### src/rtl/muldiv_pkg.sv
// Shared definitions for the iterative multiply/divide unit:
// RV32M funct3 encodings, control state encoding and operand signedness helpers.
package muldiv_pkg;

    localparam logic [2:0] OP_MUL    = 3'b000;
    localparam logic [2:0] OP_MULH   = 3'b001;
    localparam logic [2:0] OP_MULHSU = 3'b010;
    localparam logic [2:0] OP_MULHU  = 3'b011;
    localparam logic [2:0] OP_DIV    = 3'b100;
    localparam logic [2:0] OP_DIVU   = 3'b101;
    localparam logic [2:0] OP_REM    = 3'b110;
    localparam logic [2:0] OP_REMU   = 3'b111;

    typedef enum logic [1:0] {
        ST_IDLE = 2'd0,
        ST_CALC = 2'd1,
        ST_DONE = 2'd2
    } state_t;

    // MUL keeps the low half, which is identical for signed and unsigned operands.
    function automatic logic a_is_signed(input logic [2:0] op);
        return (op == OP_MULH) || (op == OP_MULHSU) || (op == OP_DIV) || (op == OP_REM);
    endfunction

    function automatic logic b_is_signed(input logic [2:0] op);
        return (op == OP_MULH) || (op == OP_DIV) || (op == OP_REM);
    endfunction

endpackage

### src/rtl/muldiv_unit.sv
// Iterative RV32M multiply/divide unit: one bit per cycle, fixed XLEN-cycle latency.
// A single add/sub datapath serves both shift-add multiply and restoring divide.
module muldiv_unit
    import muldiv_pkg::*;
#(
    parameter int XLEN  = 32,
    parameter int CNT_W = $clog2(XLEN) + 1
) (
    input  logic            clk,
    input  logic            rst,
    input  logic            in_valid,
    output logic            in_ready,
    input  logic [2:0]      op,
    input  logic [XLEN-1:0] a,
    input  logic [XLEN-1:0] b,
    output logic            out_valid,
    input  logic            out_ready,
    output logic [XLEN-1:0] result,
    output logic            zero,
    output logic            busy
);

    localparam logic [CNT_W-1:0]  CNT_INIT = CNT_W'(XLEN);
    localparam logic [CNT_W-1:0]  CNT_ONE  = CNT_W'(1);
    localparam logic [XLEN-1:0]   X_ZERO   = {XLEN{1'b0}};
    localparam logic [XLEN-1:0]   X_ONES   = {XLEN{1'b1}};
    localparam logic [XLEN-1:0]   X_ONE    = {{(XLEN-1){1'b0}}, 1'b1};
    localparam logic [XLEN-1:0]   X_MIN    = {1'b1, {(XLEN-1){1'b0}}};
    localparam logic [2*XLEN-1:0] P_ONE    = {{(2*XLEN-1){1'b0}}, 1'b1};

    state_t            state_r, state_nxt;
    logic [CNT_W-1:0]  cnt_r;
    logic [XLEN-1:0]   hi_r, lo_r, mcand_r;
    logic [XLEN-1:0]   spec_val_r, result_r;
    logic [2:0]        op_r;
    logic              neg_r, spec_r, zero_r;

    logic              accept_s, last_s;
    logic              neg_a_s, neg_b_s, neg_now_s, spec_s;
    logic [XLEN-1:0]   mag_a_s, mag_b_s, spec_val_s;
    logic [XLEN:0]     add_a_s, add_b_s, add_sum_s;
    logic              sub_s;
    logic [XLEN-1:0]   hi_nxt_s, lo_nxt_s;
    logic [2*XLEN-1:0] prod_s, prod_fix_s;
    logic [XLEN-1:0]   q_fix_s, r_fix_s, final_s;

    assign accept_s  = in_valid && (state_r == ST_IDLE);
    assign last_s    = (state_r == ST_CALC) && (cnt_r == CNT_ONE);
    assign in_ready  = (state_r == ST_IDLE);
    assign out_valid = (state_r == ST_DONE);
    assign busy      = (state_r != ST_IDLE);
    assign result    = result_r;
    assign zero      = zero_r;

    // Operand magnitudes, result sign and special-case override, evaluated on the live inputs
    always_comb begin
        neg_a_s    = a_is_signed(op) & a[XLEN-1];
        neg_b_s    = b_is_signed(op) & b[XLEN-1];
        mag_a_s    = neg_a_s ? (~a + X_ONE) : a;
        mag_b_s    = neg_b_s ? (~b + X_ONE) : b;
        neg_now_s  = 1'b0;
        spec_s     = 1'b0;
        spec_val_s = X_ZERO;
        // The remainder follows the dividend's sign; everything else uses the xor of both
        if (op == OP_REM) begin
            neg_now_s = neg_a_s;
        end else begin
            neg_now_s = neg_a_s ^ neg_b_s;
        end
        if (op[2] && (b == X_ZERO)) begin
            spec_s     = 1'b1;
            spec_val_s = op[1] ? a : X_ONES;
        end else if ((op == OP_DIV) && (a == X_MIN) && (b == X_ONES)) begin
            spec_s     = 1'b1;
            spec_val_s = X_MIN;
        end else if ((op == OP_REM) && (a == X_MIN) && (b == X_ONES)) begin
            spec_s     = 1'b1;
            spec_val_s = X_ZERO;
        end else begin
            spec_s     = 1'b0;
            spec_val_s = X_ZERO;
        end
    end

    // Shared adder: adds the multiplicand for multiply, subtracts the divisor for divide
    always_comb begin
        add_a_s = {(XLEN+1){1'b0}};
        add_b_s = {(XLEN+1){1'b0}};
        sub_s   = 1'b0;
        if (op_r[2]) begin
            add_a_s = {hi_r, lo_r[XLEN-1]};
            add_b_s = ~{1'b0, mcand_r};
            sub_s   = 1'b1;
        end else begin
            add_a_s = {1'b0, hi_r};
            add_b_s = {1'b0, mcand_r};
            sub_s   = 1'b0;
        end
        add_sum_s = add_a_s + add_b_s + {{XLEN{1'b0}}, sub_s};
    end

    // One iteration step: shift-right-with-add or shift-left-with-trial-subtract
    always_comb begin
        hi_nxt_s = hi_r;
        lo_nxt_s = lo_r;
        if (op_r[2]) begin
            if (add_sum_s[XLEN]) begin
                hi_nxt_s = add_a_s[XLEN-1:0];
                lo_nxt_s = {lo_r[XLEN-2:0], 1'b0};
            end else begin
                hi_nxt_s = add_sum_s[XLEN-1:0];
                lo_nxt_s = {lo_r[XLEN-2:0], 1'b1};
            end
        end else begin
            if (lo_r[0]) begin
                {hi_nxt_s, lo_nxt_s} = {add_sum_s, lo_r[XLEN-1:1]};
            end else begin
                {hi_nxt_s, lo_nxt_s} = {1'b0, hi_r, lo_r[XLEN-1:1]};
            end
        end
    end

    // Sign correction and op selection applied to the final iteration's output
    always_comb begin
        prod_s     = {hi_nxt_s, lo_nxt_s};
        prod_fix_s = neg_r ? (~prod_s + P_ONE) : prod_s;
        q_fix_s    = neg_r ? (~lo_nxt_s + X_ONE) : lo_nxt_s;
        r_fix_s    = neg_r ? (~hi_nxt_s + X_ONE) : hi_nxt_s;
        final_s    = X_ZERO;
        case (op_r)
            OP_MUL:                        final_s = prod_fix_s[XLEN-1:0];
            OP_MULH, OP_MULHSU, OP_MULHU:  final_s = prod_fix_s[2*XLEN-1:XLEN];
            OP_DIV, OP_DIVU:               final_s = q_fix_s;
            OP_REM, OP_REMU:               final_s = r_fix_s;
            default:                       final_s = X_ZERO;
        endcase
        if (spec_r) begin
            final_s = spec_val_r;
        end else begin
            final_s = final_s;
        end
    end

    // Control state register
    always_ff @(posedge clk or posedge rst) begin
        if (rst) begin
            state_r <= ST_IDLE;
        end else begin
            state_r <= state_nxt;
        end
    end

    // Next-state logic; a result handshake never overlaps with an accept
    always_comb begin
        state_nxt = state_r;
        case (state_r)
            ST_IDLE: begin
                if (in_valid) state_nxt = ST_CALC;
                else          state_nxt = ST_IDLE;
            end
            ST_CALC: begin
                if (cnt_r == CNT_ONE) state_nxt = ST_DONE;
                else                  state_nxt = ST_CALC;
            end
            ST_DONE: begin
                if (out_ready) state_nxt = ST_IDLE;
                else           state_nxt = ST_DONE;
            end
            default: state_nxt = ST_IDLE;
        endcase
    end

    // Datapath registers: latch at accept, iterate in CALC, load result on the last step
    always_ff @(posedge clk or posedge rst) begin
        if (rst) begin
            cnt_r      <= {CNT_W{1'b0}};
            hi_r       <= X_ZERO;
            lo_r       <= X_ZERO;
            mcand_r    <= X_ZERO;
            op_r       <= 3'b000;
            neg_r      <= 1'b0;
            spec_r     <= 1'b0;
            spec_val_r <= X_ZERO;
            result_r   <= X_ZERO;
            zero_r     <= 1'b0;
        end else if (accept_s) begin
            cnt_r      <= CNT_INIT;
            hi_r       <= X_ZERO;
            lo_r       <= mag_a_s;
            mcand_r    <= mag_b_s;
            op_r       <= op;
            neg_r      <= neg_now_s;
            spec_r     <= spec_s;
            spec_val_r <= spec_val_s;
        end else if (state_r == ST_CALC) begin
            cnt_r <= cnt_r - CNT_ONE;
            hi_r  <= hi_nxt_s;
            lo_r  <= lo_nxt_s;
            if (last_s) begin
                result_r <= final_s;
                zero_r   <= (final_s == X_ZERO);
            end
        end
    end

endmodule

### config.mk
export PLATFORM = sky130hd
export DESIGN_NAME = muldiv_unit
export DESIGN_NICKNAME = d
export VERILOG_FILES = /design/src/rtl/muldiv_pkg.sv /design/src/rtl/muldiv_unit.sv
export SDC_FILE = /design/constraint.sdc
export NUM_CORES = 1
export LEC_CHECK = 0
export CAP_MARGIN = 10
export CORE_ASPECT_RATIO = 0.8
export CORE_MARGIN = 10
export CORE_UTILIZATION = 60
export DETAILED_ROUTE_END_ITERATION = 16
export PLACE_DENSITY = 0.77
export SETUP_SLACK_MARGIN = 0.02
export SLEW_MARGIN = 40
export SYNTH_ARGS = -nofsm -noshare
export SYNTH_HDL_FRONTEND = slang
export SYNTH_SLANG_ARGS = --single-unit
### constraint.sdc
create_clock -name clk -period 11.05 [get_ports clk]
set_input_delay 2.21 -clock clk [delete_from_list [all_inputs] [get_ports clk]]
set_output_delay 2.21 -clock clk [all_outputs]
set_load 0.1 [all_outputs]
=== Word level (Yosys, flattened, before mapping) ===
Index checks and enable logic that the tools add are counted.

* Register bits: 174
* Input port bits: 71
* Output and inout bits: 36
* Word-level logic and storage cells: 100

* $add $sub $neg: 8
* Equal/unequal tests: 16
* Multiplexer cells: 33
* Bitwise gates (word level): 10
* Reductions and logical operators: 22

{| class="wikitable"
|+ Operators by type and width
! operator !! number
|-
| 2-to-1 mux 32 bit || 17
|-
| adder 32 x 1 -> 32 bit, second input constant || 4
|-
| inverter 32 bit || 4
|-
| one-hot mux 32 bit (4 select lines) || 1
|-
| 2-to-1 mux 33 bit || 2
|-
| adder 64 x 1 -> 64 bit, second input constant || 1
|-
| equality test 32 bit, second input constant || 2
|-
| zero test 32 bit || 2
|-
| 2-to-1 mux 64 bit || 1
|-
| inverter 64 bit || 1
|-
| adder 33 x 1 -> 33 bit || 1
|-
| adder 33 bit || 1
|-
| inverter 32 -> 33 bit || 1
|-
| equality test 3 bit, second input constant || 6
|-
| 2-to-1 mux 6 bit || 2
|-
| equality test 3 x 2 -> 1 bit, second input constant || 3
|-
| logical AND 1 bit || 7
|-
| 2-to-1 mux 1 bit || 7
|-
| equality test 3 x 1 -> 1 bit, second input constant || 2
|-
| equality test 6 x 1 -> 1 bit, second input constant || 1
|-
| one-hot mux 2 bit (3 select lines) || 1
|-
| subtractor 6 x 1 -> 6 bit, second input constant || 1
|-
| logical OR 1 bit || 5
|-
| 2-to-1 mux 2 bit || 2
|-
| 11 further kinds || 14
|}

=== Logic depth before layout (Yosys ltp) ===
Gate-level depths: netlist of run 1.

* Depth after elaboration: 12
* Mapped depth: 40
* Mapped depth without buffers: 26

=== Worst setup path before layout of run 1 ===
OpenSTA, ideal clock, no wires.

* Kind: flip-flop to flip-flop
* From: register op_r[2]
* To: register zero_r (netlist: zero)
* Library setup time: 92 ps
* Data arrival time: 8241 ps
* Data required time: 10958 ps
* Setup slack: 2717 ps
* Cell stages (with the launch flop): 39
* Buffers on the path: 16
* Period minus slack after synthesis: 8333 ps
* Cell sequence: dfrtp_1 > buf_2 > buf_4 > buf_4 > buf_2 > buf_4 > buf_2 > buf_2 > buf_2 > buf_2 > buf_4 > buf_2 > clkbuf_1 > clkbuf_1 > clkbuf_1 > mux2_2 > ha_1 > buf_4 > [3 not listed] > nand2_1 > mux2i_1 > nand2_1 > inv_1 > ha_1 > o211ai_1 > a2111oi_2 > nand3_1 > or2_2 > clkbuf_1 > nand2_1 > a41oi_1 > a211oi_1 > a21oi_1 > o31ai_1 > nand3b_1 > a2111o_1 > o31ai_2

* Longest elaborated chain between the ends: 11
* Elaborated cells on any way between the ends: 34
* Classes of those cells: 5 x add/sub; 7 x eq/ne; 14 x mux; 3 x bitwise; 5 x reduce/logical

{| class="wikitable"
|+ Ends and longest elaborated chain
! item !! line !! text
|-
| from (decl) || muldiv_unit.sv:35 || <nowiki>logic [2:0] op_r;</nowiki>
|-
| from (signal assigned) || muldiv_unit.sv:191 || <nowiki>op_r <= op;</nowiki>
|-
| 2-to-1 mux 33 bit || muldiv_unit.sv:90 || <nowiki>if (op_r[2]) begin</nowiki>
|-
| adder 33 bit || muldiv_unit.sv:99 || <nowiki>add_sum_s = add_a_s + add_b_s + {{XLEN{1'b0}}, sub_s};</nowiki>
|-
| adder 33 x 1 -> 33 bit || muldiv_unit.sv:99 ||
|-
| 2-to-1 mux 1 bit (tied with other cells) || muldiv_unit.sv:107 || <nowiki>if (add_sum_s[XLEN]) begin</nowiki>
|-
| 2-to-1 mux 32 bit || muldiv_unit.sv:106 || <nowiki>if (op_r[2]) begin</nowiki>
|-
| inverter 64 bit (tied with other cells) || muldiv_unit.sv:126 || <nowiki>prod_fix_s = neg_r ? (~prod_s + P_ONE) : prod_s;</nowiki>
|-
| adder 64 x 1 -> 64 bit (tied with other cells) || muldiv_unit.sv:126 ||
|-
| 2-to-1 mux 64 bit (tied with other cells) || muldiv_unit.sv:126 ||
|-
| one-hot mux 32 bit (4 select lines) * || muldiv_unit.sv:130 || <nowiki>case (op_r)</nowiki>
|-
| 2-to-1 mux 32 bit * || muldiv_unit.sv:137 || <nowiki>if (spec_r) begin</nowiki>
|-
| zero test 32 bit * || muldiv_unit.sv:201 || <nowiki>zero_r <= (final_s == X_ZERO);</nowiki>
|-
| to (signal assigned) || muldiv_unit.sv:201 ||
|-
| to (decl) || muldiv_unit.sv:36 || <nowiki>logic neg_r, spec_r, zero_r;</nowiki>
|}

Every way passes the cells marked *; elsewhere a longest branch is shown, timed or not.
A chain may end at the register's enable or synchronous reset.

=== Worst setup path after layout of run 1 ===
Same ends and word-level chain as after synthesis.

==> summary.md, run 1 <==
| Metric | Value |
|---|---|
| Run status | completed |
| Total Nets Final | 2260 |
| CP startpoint | op_r[2] |
| Port bufs | 106 |
| Post-synth top cells | nand2_1 (309), o21ai_0 (223), dfrtp_1 (174) |
| Total track usage | 35.5% |
| Clock sink total | 174 |
| PnR worst setup slack | slightly above 3 ns |
| Worst-path cell chain | buf_4 > mux2_2 > ha_1 > a21oi_1 > o21ai_1 > a21oi_1 > o32ai_1 > nor3_1 > nand2_1 > inv_1 > ha_1 > o211ai_1 > a2111oi_2 > nand3_1 > or2_2 > nand2_1 > a41oi_1 > a211oi_1 > a21oi_1 > o31ai_1 > nand3b_1 > a2111o_1 > o31ai_2 |
| Crit start category | flip-flop |
| Die Y | 168 microns |
| CTS Root Cell | clkbuf_16 |
| Largest area contributor in the netlist | dfrtp_1 |
| CP Buf/Inv Count | 2 |
| Area share of the largest cell type after synthesis | roughly a quarter |
| GRT overflow | 0 |
| Worst reg2reg path startpoint | op_r[2] |
| Initial DRC Count | ~2900 |
| Gate Count Post-Synth | 2150 |
| Initial Utilization | between 60% and 70% |
| Num CTS Buffers | 17 |
| H-Tree Depth | 4 |
| Worst-Skew Late Latency | 0.46 ns |
| Pins Over Slew Limit | 0 |
| Maxcap violations | 0 |
| Vias/cell | 7.04 |
| Seq/Total Area, Yosys | 26.5% |
| F_max | 126 MHz |
| Setup bufs post-CTS | 0 |
| Drt drc | 0 |
| Core footprint | 27100 sq um |
| Top-count cell post-synth | nand2_1 |
| Max incr delay on CP | between 0.7 and 0.8 ns |
| Row count | 54 |
| Fin crit share | 72.0% |
| Max layer used | met5 |
| Synth Register Bits | approximately 170 |
| Critical Path Slowest Stage Cell | dfrtp_4 |
| GP Congestion | 1.05 |
| Synth Flop Type | dfrtp_1 |
| DP Worst Slack | ~3.0 ns |
| Critical path's most frequent cell | a21oi_1 |
| Initial antenna violation count | 2 |
| Util after Layout | 66.4% |
| Main area contributors after synthesis | dfrtp_1 (26%), nand2_1 (7.1%), o21ai_0 (6.8%) |
| Worst-path fanout max | 66 |
| Antenna-violating nets left | 0 |
| Synth cell types | 102 |
| Die ar. | 34500 sq um |
| DP Cell Count | approximately 2500 |
| CP Class | reg2reg |
| Area delta synth->final | 9.43% |
| EDFF count, synth | 0 |
| Final-report hold violation count | 0 |
| Ys Warns | 0 |
| Total wire length | 63300 microns |
| Layout cells sized above 1 | 8.50% |
| RSZ-0062 raised after global routing | false |
| Clk buf depth | 2 |
| Io pins | 107 |
| Ys async rst share | 100% |
| Worst Setup End Kind | flip-flop |
| Post-DP HPWL | 48700 microns |
| Fill count | 2290 |
| Tmin final | 7.95 ns |
| Syn nets | 2259 |
| Final cell count without fillers | around 2500 |
| Die width | ~210 microns |
| CTS tree | done |
| Setup-failing EPs final | 0 |
| Post-Syn Area per Cell | between 7 and 8 sq um |
| DR WL/cell | 25.0 microns |
| Relative slew slack | a little over two fifths |
| CTS-repair resized insts | 0 |
| Largest net degree at the start of global routing | 96 |
| Setup Skew | 0.0171 ns |
| Wire length on met1 | 27000 microns |
| Vias | between 15000 and 20000 |
| Setup tns final | 0 ns |
| Type of the worst min-delay path | reg2reg |
| First-pass GRT wire length | 96100 microns |
| Met2 WL post-DR | 25200 microns |
| Vias in the first global route | 16100 |
| DR WL met3 | 9520 microns |
| Crit path arrival time | 8.32 ns |
| Worst slew pin tran | roughly 0.83 ns |
| Hold Startpoint | result[31] |
| Hold Buf Count CTS | 0 |
| Pre-Repair DR Iteration Count | 6 |
| Register clock-pin slew on the reported worst setup and hold paths | 0.07 ns |
| Mapped Area | 16400 sq um |
| Family with the most delay on the worst path | compound AO/OA/AOI/OAI gates |
| Required time of the critical path | roughly 11 ns |
[cell usage in the layout (no fill, tap or decap), types with 57 or more instances in the layout]
cell	count
dfrtp_1	172
o21ai_0	222
nand3_1	80
nand2_1	308
xor2_1	95
clkdlybuf4s50_1	70
a21oi_1	118
o31ai_1	57
xnor2_1	62
nor2_1	136
[sequential cells by signal (all words and copies together), names as in the netlist]
name / flops
state_r: 2
op_r: 3
result: 32
cnt_r: 6
mcand_r: 32
spec_val_r: 32
neg_r: 1
lo_r: 32
hi_r: 32
spec_r: 1
zero: 1
[routing by layer]
layer | up-vias | track usage (%)
met3 | 173 | 12.9
met5 | - | 0
met2 | 1305 | 48.8
li1 | 7916 | -
met4 | 4 | 8.39
met1 | 8416 | 51.3
[worst register-to-register path, cell delays in order (launching register included)]
cell	delay, ns
dfrtp_4	0.73
buf_4	0.68
mux2_2	0.46
ha_1	0.45
a21oi_1	0.33
o21ai_1	0.25
a21oi_1	0.31
o32ai_1	0.24
nor3_1	0.36
nand2_1	0.22
inv_1	0.15
ha_1	0.20
o211ai_1	0.16
a2111oi_2	0.58
nand3_1	0.29
or2_2	0.46
nand2_1	0.32
a41oi_1	0.19
a211oi_1	0.29
a21oi_1	0.07
o31ai_1	0.32
nand3b_1	0.15
a2111o_1	0.41
o31ai_2	0.24
[cells by family after synthesis]
logic type / count (synthesis) / share of synthesized area [%]
muxes: 90 / 5.75
DFF: 174 / 26.5
AOI/OAI and AO/OA: 691 / 27.9
buffers and inverters: 203 / 5.20
adders and majority gates: 38 / 2.94
xor gates and xnor gates: 157 / 8.37
and+or+nand+nor: 797 / 23.4
[final cells by class]
class | count | area [sq um] | area share, %
antenna | 2 | 5.00 | 0.0278
multi-input combinational | 1773 | 11300 | 62.6
timing repair buffer | 130 | 1100 | 6.09
clock buffer | 18 | 429 | 2.39
tap | 364 | 455 | 2.53
clock inverter | 14 | 168 | 0.932
sequential | 174 | 4360 | 24.2
inverter | 55 | 214 | 1.19
[path summary, 6_finish.rpt]
check | to | slack [ns] | depth (start not counted)
setup / recovery | zero | 3.10 | 23
hold / removal | result[31] | 0.47 | 2
setup reg to reg | zero | 3.10 | 23
hold reg to reg | result[31] | 0.47 | 2
max in group asynchronous | op_r[2] | 7.59 | 3
min in group asynchronous | cnt_r[5] | 2.22 | 2
[through the flow]
| stage | hold WS [ns] | cell area (sq um) |
|---|---|---|
| final | 0.471 | 18000 |
| after global routing | 0.492 | 18000 |
| after CTS | 0.476 | 17900 |
| after detailed placement | 0.460 | 17300 |
| after global placement | 0.454 | 17500 |
| after floorplan | 0.440 | 16400 |
Power of run 1 is not shown: default switching activity piles up to over one toggle a cycle in this logic, so the estimate is an artifact.
==> run 2, diff against run 1 <==
--- a/config.mk
+++ b/config.mk
@@ -8,9 +8,9 @@
 export CAP_MARGIN = 10
 export CORE_ASPECT_RATIO = 0.8
 export CORE_MARGIN = 10
-export CORE_UTILIZATION = 60
+export CORE_UTILIZATION = 56
 export DETAILED_ROUTE_END_ITERATION = 16
-export PLACE_DENSITY = 0.77
+export PLACE_DENSITY = 0.75
 export SETUP_SLACK_MARGIN = 0.02
 export SLEW_MARGIN = 40
 export SYNTH_ARGS = -nofsm -noshare
==> constraint.sdc (replaced) <==
create_clock -name clk -period 6.8 [get_ports clk]
set_input_delay 1.36 -clock clk [delete_from_list [all_inputs] [get_ports clk]]
set_output_delay 1.36 -clock clk [all_outputs]
set_load 0.1 [all_outputs]
==> run 2 against run 1 <==
  * Register-to-register slack got worse by 2.7 ns
  * Die area rose by 6.4%
  * Via count fell by 0.16%
  * Flip-flop and latch count did not move
  * Wire length rose by 2.2%
  * Critical path depth rose by 3
==> summary.md, run 2 (synthesized netlist as in run 1, its figures left out) <==
| Metric | Value |
|---|---|
| Tmin final | 6.39 ns (-1.56 ns) |
| Antenna-violating nets left | 0 (unchanged) |
| Num CTS Buffers | 17 (unchanged) |
| GP Congestion | 1.08 (+3.6%) |
| Fin area | 18600 sq um (+3.6%) |
| Setup-failing EPs final | 0 (unchanged) |
| Initial Utilization | 56.4% (-4.3 points) |
| Register clock-pin slew on the reported worst setup and hold paths | 0.08 ns (about the same) |
| H-Tree Depth | 4 (unchanged) |
| Pins Over Slew Limit | 0 (unchanged) |
| Drt drc | 0 (unchanged) |
| Total wire length | 64700 microns (+2.2%) |
| Core footprint | 29100 sq um (+7.6%) |
| Worst setup path end | zero |
| Vias in the first global route | 16300 (+1.5%) |
| Clk buf depth | 2 (unchanged) |
| Die width | 212 microns (+3.2%) |
| Io pins | 107 (unchanged) |
| Type of the worst min-delay path | reg2reg |
| Worst Setup End Kind | flip-flop |
| R2r setup slk | 0.41 ns (-2.69 ns) |
| Die Y | 173 microns (+3.1%) |
| Required time of the critical path | 7.15 ns (-4.26 ns) |
| DR WL/cell | 24.8 microns (-0.69%) |
| CP Class | reg2reg |
| Die ar. | 36600 sq um (+6.4%) |
| Run status | completed |
| Commonest non-fill, non-tap cell in the layout | nand2_1 |
| Worst slew pin tran | 0.867 ns (+0.0393 ns) |
| CTS tree | done |
| Largest net degree at the start of global routing | 89 (-7.3%) |
| CP startpoint | op_r[2] |
| Crit start category | flip-flop |
| Worst-Skew Late Latency | 0.46 ns (about the same) |
| Crit path arrival time | 6.73 ns (-1.59 ns) |
| Fin crit share | 94.0% (+22 points) |
| DP Worst Slack | 0.394 ns (-2.64 ns) |
| F_max | 157 MHz (+24%) |
| Diode count | 0 (-2) |
| Total track usage | 34.2% (-1.3 points) |
| Relative slew slack | 41.6% (-1.8 points) |
| Initial DRC Count | 2535 (-13%) |
| Clock sink total | 174 (unchanged) |
| Vias/cell | 6.83 (-3.0%) |
| Worst reg2reg path startpoint | op_r[2] |
| CTS Root Cell | clkbuf_16 |
| Initial antenna violation count | 0 (-2) |
| Critical R2R Capture | zero |
| Worst Reg-to-Reg Cells | 26 (+13%) |
| Commonest cells after routing, fill and taps aside | nand2_1 (305), o21ai_0 (223), dfrtp_1 (172) |
| PnR worst setup slack | 0.411 ns (-2.69 ns) |
| Maxcap violations | 0 (unchanged) |
| Setup Skew | 0.0128 ns (-0.00428 ns) |
| Row count | 56 (+3.7%) |
| GRT overflow | 0 (unchanged) |
| Port bufs | 106 (unchanged) |
| Vias | 17800 (-0.16%) |
| First-pass GRT wire length | 98200 microns (+2.2%) |
| Total Nets Final | 2323 (+2.8%) |
| Pre-Repair DR Iteration Count | 8 (+2) |
| Post-DP HPWL | 50700 microns (+4.2%) |
| Layout cells sized above 1 | 12.1% (+3.6 points) |
| Final-report hold violation count | 0 (unchanged) |
| Area delta synth->final | 13.4% |
| Worst-path fanout max | 25 (-62%) |
| DP Area | 17900 sq um (+3.2%) |
==> run 2: stage by stage <==
stage | TNS [ns] | util (%) | cells | hold slack, ns
2_1_floorplan | 0 | - | 2150 | 0.440
3_3_place_gp | 0 | 61.9 | 2566 | 0.451
3_5_place_dp | 0 | 61.3 | 2566 | 0.453
4_1_cts | 0 | 63.5 | 2598 | 0.470
5_1_grt | -0.0205 | 63.9 | 2604 | 0.507
6_report | 0 | 63.9 | 2604 | 0.468
==> run 2: worst min path at each step <==
| stage | start | to | slack, ns | depth (start not counted) |
|---|---|---|---|---|
| after CTS | result[14] | result[14] | 0.47 | 2 |
| final | result[14] | result[14] | 0.47 | 2 |
| after global routing | result[19] | result[19] | 0.51 | 2 |
| after floorplan | spec_val_r[16] | spec_val_r[16] | 0.44 | 2 |
| after global placement | result[14] | result[14] | 0.45 | 2 |
| after detailed placement | result[14] | result[14] | 0.45 | 2 |
==> run 2: per-layer routing <==
metal	wire (microns)	share of wire, %	GRT usage, %
met1	27800	43	49.7
met2	26000	40	46.5
met3	9360	14	11.8
met4	1370	2.1	8.76
met5	99	0.15	2.07
==> run 2: critical path, cell delays in order (launching register included) <==
cell and delay, ns:
dfrtp_4 0.56, buf_12 0.22, mux2_2 0.35, ha_1 0.44, a21oi_1 0.30, o21ai_1 0.20, a21oi_1 0.23, o32ai_1 0.21
nor3_2 0.30, nand2_2 0.20, inv_1 0.13, ha_2 0.20, o211ai_1 0.14, a2111oi_2 0.36, buf_4 0.19, nand3_1 0.18
or2_4 0.30, buf_4 0.18, nand2_4 0.15, nand2_1 0.09, or4_1 0.44, a31oi_1 0.37, nor2_1 0.10, nand4_1 0.16
nor4_2 0.06, nand4_1 0.14, o31ai_2 0.06
==> run 2: layout make-up <==
type                       instances  area [sq um]
clock buffer                      17           425
clock inverter                    15           195
fill                            2526         10500
inverter                          55           211
multi-input combinational       1773         11400
sequential                       174          4360
tap                              377           472
timing repair buffer             193          1600
==> run 2: what timing repair did <==
item                                    CTS  global route
gates resized for setup                   0             9
setup buffers                             0             5
endpoints found under the setup margin    0             1
hold buffers                              0             0
Power of run 2 is left out for the same reason.
